## config.mk

```make
export PLATFORM = sky130hd
export DESIGN_NAME = data_mem
export DESIGN_NICKNAME = d
export VERILOG_FILES = /design/src/rtl/data_mem.sv
export SDC_FILE = /design/constraint.sdc
export NUM_CORES = 2
export LEC_CHECK = 0
export BUFFER_PORTS_ARGS = -buffer_cell sky130_fd_sc_hd__buf_2
export CAP_MARGIN = 15
export CORE_ASPECT_RATIO = 0.5
export CORE_MARGIN = 5
export CORE_UTILIZATION = 47
export DETAILED_ROUTE_END_ITERATION = 16
export PLACE_DENSITY = 0.66
export SYNTH_ARGS = -nofsm -noshare
export SYNTH_HDL_FRONTEND = slang
export SYNTH_SLANG_ARGS = --single-unit
```

## constraint.sdc

```tcl
create_clock -name clk -period 87.6 [get_ports clk]
set_input_delay 0 -clock clk [delete_from_list [all_inputs] [get_ports clk]]
set_output_delay 0 -clock clk [all_outputs]
set_load 0.03 [all_outputs]
```

## src/rtl/data_mem.sv

```systemverilog
// data_mem: word-organised data memory for the single-cycle CPU datapath.
//
// Synchronous 32-bit stores, combinational 32-bit loads, contents cleared
// by an asynchronous active-high reset.
//
// Parameters:
//   DEPTH   number of 32-bit words (power of two, >= 4)
//   AW      word-index width, derived as $clog2(DEPTH)
//
// Ports:
//   clk     rising-edge clock for all writes
//   rst     asynchronous active-high reset, clears the whole array
//   we_DM   write enable, sampled on the rising edge of clk
//   dataDM  32-bit write data
//   addDM   32-bit byte address; word index is addDM[AW+1:2]
//   outDM   32-bit combinational read data for addDM
//
// Optional feature: define DATAMEM_ALIGN_CHECK_EN to suppress writes and
// return zero on reads whose addDM[1:0] is non-zero. Without it the low
// two address bits are ignored.
module data_mem #(
    parameter  int DEPTH = 64,
    localparam int AW    = $clog2(DEPTH)
) (
    input  logic        clk,
    input  logic        rst,
    input  logic        we_DM,
    input  logic [31:0] dataDM,
    input  logic [31:0] addDM,
    output logic [31:0] outDM
);

    logic [31:0]   mem_q [DEPTH];
    logic [AW-1:0] idx;
    logic          aligned;

    assign idx = addDM[AW+1:2];

`ifdef DATAMEM_ALIGN_CHECK_EN
    assign aligned = addDM[1:0] == 2'b00;
    logic unused_addr;
    assign unused_addr = ^addDM[31:AW+2];
`else
    // Low bits force word alignment, high bits alias modulo DEPTH*4 bytes.
    assign aligned = 1'b1;
    logic unused_addr;
    assign unused_addr = ^{addDM[31:AW+2], addDM[1:0]};
`endif

    always_ff @(posedge clk or posedge rst) begin
        if (rst) begin
            for (int i = 0; i < DEPTH; i++) mem_q[i] <= '0;
        end else if (we_DM && aligned) begin
            mem_q[idx] <= dataDM;
        end
    end

    // No write-through: a same-word write only shows after the edge.
    assign outDM = aligned ? mem_q[idx] : 32'h0;

endmodule

```

== Word-level counts from Yosys, hierarchy flattened ==
Index checks and enable logic that the tools add are counted.

* Register bits: 2048
* Input bits: 67
* Output and inout bits: 32

* Order comparisons: 2
* Multiplexer cells: 6
* Bitwise logic cells: 1
* Reduce and logical (&&, ||, !) cells: 1

{| class="wikitable"
|+ Operators by type and width
! operator !! count
|-
| $bwmux 2048 || 1
|-
| $bmux 32 s6 || 1
|-
| $demux 32 s6 || 1
|-
| $mux 32 || 3
|-
| $ge 7x7->1 const B || 1
|-
| $lt 7x1->1 const B || 1
|-
| $not 6->7 || 1
|-
| $logic_and 1x1->1 || 1
|}

== Logic depth before layout (Yosys ltp) ==
* Depth after elaboration: 6
* Gate-level depth with buffers: 11

== Least setup slack after synthesis ==
Ideal clock, no wire load.

* Kind: in2out
* From: input port addDM[2]
* To: output port outDM[4]
* Arrival: 1.944 ns
* Data required time: 87.600 ns
* Path slack: 85.656 ns
* Cell stages on the path: 9
* Path through: buf_6 buf_6 buf_2 buf_2 mux4_2 nand2_1 o21ai_0 a22oi_1 nand4_1

* Word-level cells in the longest chain between the ends: 4

{| class="wikitable"
|+ RTL lines
! element !! line !! text
|-
| from (decl) || 29 || <nowiki>input logic [31:0] addDM,</nowiki>
|-
| $not 6->7 (not written as such) || 59 || <nowiki>assign outDM = aligned ? mem_q[idx] : 32'h0;</nowiki>
|-
| $bmux 32 s6 || 59 ||
|-
| $mux 32 (not written as such) (2 in a row) || 59 ||
|-
| to (decl) || 30 || <nowiki>output logic [31:0] outDM</nowiki>
|}

No other way between the ends. The select of a mux whose other input is x is not followed.

==> impl_metrics.ini <==
[power]
intPower_mw = 1.70
p_leak_nw = 46.6
powerDensity_nw_per_um2 = 22.6
power_frac_seq_pct = 49.8
ir_drop_mv = 0.0242
power_switching_mw = 0.577
p_comb_share_pct = 12.1
switching_share_pct = 25.4
clock_power_share_pct = 38.1

[cells_and_area]
regMostFlops = mem_q
drive_above_1_share_pct = 41.4
final_nets = 6489
fin_area_um2 = 100000
largest_reg_flops = 2048
area_growth_pct = 9.48
reg.largest.list = mem_q (2048)
final_util_pct = 51.8

[logic_synthesis]
ys_warn_count = 0
synth_edf_count = 0
synth_seq_cells = 2048
synth_area_um2 = 91700
syn_avg_cell_area_um2 = 13.6
syn_nets = 6832
async_reset_ff_share_pct = 100
synthCells = 6765
yosysUniqueCellTypes = 62
synth_seq_area_share_pct = 55.9
synthFlopType = dfrtp_1

[timing]
min_period_ps = 6010
tns_ps = 0
maxSlewHeadroom_pct = 16.5
fmax_mhz = 166
setup_viol = 0
tightest_slew_ps = 1250
final_hold_viol_count = 0
grt_setup_unrepaired = false
fin_crit_sh_pct = 6.86
slew_viol_final = 0
clock-skew-final_ps = 0
whs_ps = 58.6

[global_routing]
grt_pass1_vias = 61900
grt_usage_pct = 29.5
grt_pass1_wl_um = 444000
grt-ovfl-total = 0
antenna_found_initial = 18
grt_max_degree = 172

[route]
antenna_left = 0
drc = 0
vias_per_cell = 6.73
wirelength_um = 304000
drt_iter0_drc = 7013
wire_per_inst_um = 33.1
drt_first_pass_iters = 6
vias = 62000

[placed_design]
gp_congestion = 0.785
dpl_cell_area_um2 = 93800
dp_hpwl_um = 157000
portBuffers = 72

[floorplan]
die_area_um2 = 205000
core_area_um2 = 194000
start_util_pct = 47.4
boundaryPins = 99
rows = 114
fp.dieW_um = 635
die_h_um = 322

[clock_network]
insertion_delay_ps = 810
cts.clk_slew.worst_paths_ps = 60
cts_tree = built
tritoncts.num_buffers = 187
ctsHoldBuffers = 10
htreeDepth = 4
clock-root-buffer = clkbuf_16
cts-resized-gates = 0
cts_sinks = 2048
cts_buffer_depth = 3
postCtsSetupBuffers = 0

[outcome]
status = finished clean

[worst_setup_path]
slowest_delay_ps = 840
cp-end-kind = asynchronous set/reset pin
r2r_cells = 1
cp_data_arrival_time_ps = 6840
cp-start-kind = input port
required_ps = 88440
cp_slowest_cell = buf_4
path_class = in -> async
crit_top_cell = buf_4
cp_cell_sequence = dlygate4sd3_1 -> buf_2 -> dlygate4sd3_1 -> inv_8 -> buf_4 -> buf_4 -> buf_4 -> buf_4 -> buf_4 -> buf_4
cp_max_fo = 104

[run]
maxCapViolCount = 0

[worst_hold_path]
holdPathStages = 2
min_path_type = in -> reg
per-stage QoR:
stage / power, mW / worst slack, ps / instances
2_1_floorplan: 1.35 / 29750 / 6765
3_3_place_gp: 1.41 / 81600 / 8828
3_5_place_dp: 1.42 / 81620 / 8828
4_1_cts: 2.28 / 81330 / 9185
5_1_grt: 2.36 / 80570 / 9194
6_report: 2.27 / 81590 / 9201
metal layers:
metal,track usage (%),vias to the layer above,part of all wire [%]
met5,0,-,0.0089
met1,43.0,33500,43
met3,7.65,621,11
met4,9.67,4,3.7
li1,-,24700,-
met2,43.1,3163,43
path summary, 6_finish.rpt:
check,end,slack (ps),from
max,mem_q[899],81590,rst
min,mem_q[122],60,dataDM[26]
max reg2reg,mem_q[441],86790,mem_q[441]
min reg2reg,mem_q[889],490,mem_q[889]
max in group clk,outDM[22],83120,addDM[3]
min in group asynchronous,mem_q[502],450,rst
cells in the final DEF (no fill, tap or decap), types with 6 or more instances in the layout:
cell | Yosys | final
nor2_4 | 0 | 37
a22oi_1 | 77 | 77
dfrtp_1 | 2048 | 2048
mux4_2 | 68 | 68
bufinv_16 | 0 | 18
mux2_1 | 53 | 53
nor2_1 | 350 | 314
mux2i_1 | 70 | 70
diode_2 | 0 | 11
o211ai_1 | 13 | 13
buf_2 | 251 | 69
clkinv_2 | 0 | 42
a221o_1 | 15 | 15
nor3_1 | 11 | 10
inv_6 | 0 | 7
a21oi_1 | 64 | 64
a22o_1 | 22 | 22
nand4_1 | 19 | 19
o21ai_0 | 204 | 204
buf_12 | 0 | 10
mux2_2 | 2038 | 2038
or4_1 | 6 | 6
nand3_1 | 30 | 29
nand2_2 | 0 | 8
buf_4 | 8 | 132
clkbuf_16 | 0 | 195
nand2_4 | 0 | 24
clkbuf_1 | 363 | 43
nand2_1 | 84 | 52
a221oi_1 | 690 | 690
a31oi_1 | 6 | 6
clkbuf_8 | 0 | 37
or3_1 | 18 | 18
o22ai_1 | 41 | 41
dlygate4sd3_1 | 0 | 12
power by group through the flow:
stage | logic [mW] | registers, mW | clock network, mW
after global placement | 0.264 | 1.14 | 0
after global routing | 0.297 | 1.15 | 0.914
after floorplan | 0.209 | 1.14 | 0
after detailed placement | 0.271 | 1.15 | 0
after CTS | 0.272 | 1.13 | 0.873
final | 0.274 | 1.13 | 0.868
worst max-delay path: cells and delay by family:
kind / cells / cell delay, ps
buffers and inverters: 10 / 6510
logic make-up (layout without fill, tap and decap cells):
family | Yosys count | count (layout) | share of synthesized area, %
and+or+nand+nor | 554 | 554 | 2.59
buffers and inverters | 763 | 578 | 3.59
muxes | 2230 | 2230 | 28.1
other | 0 | 11 | 0
DFF | 2048 | 2048 | 55.9
AOI/OAI and AO/OA | 1170 | 1170 | 9.84
synth_stat cells, types with 18 or more instances:
cell type  instances  area, um2
a21oi_1           64        320
a221oi_1         690       6040
a22o_1            22        193
a22oi_1           77        578
buf_1            126        473
buf_2            251       1260
clkbuf_1         363       1360
dfrtp_1         2048      51200
mux2_1            53        597
mux2_2          2038      22900
mux2i_1           70        701
mux4_2            68       1530
nand2_1           84        315
nand3_1           30        150
nand4_1           19        119
nor2_1           350       1310
o21ai_0          204       1020
o22ai_1           41        257
or3_1             18        113
final cells by class:
| class | count | area [um2] |
|---|---|---|
| flip-flops and latches | 2048 | 51200 |
| well taps | 2610 | 3270 |
| repair buffers | 227 | 1710 |
| multi-input cells | 3954 | 37700 |
| diodes | 11 | 27.5 |
| clock inverters | 72 | 853 |
| clock buffers | 275 | 5550 |
| inverters | 4 | 37.5 |
| fillers | 16500 | 93300 |
Power figures use the tool's default switching activity.
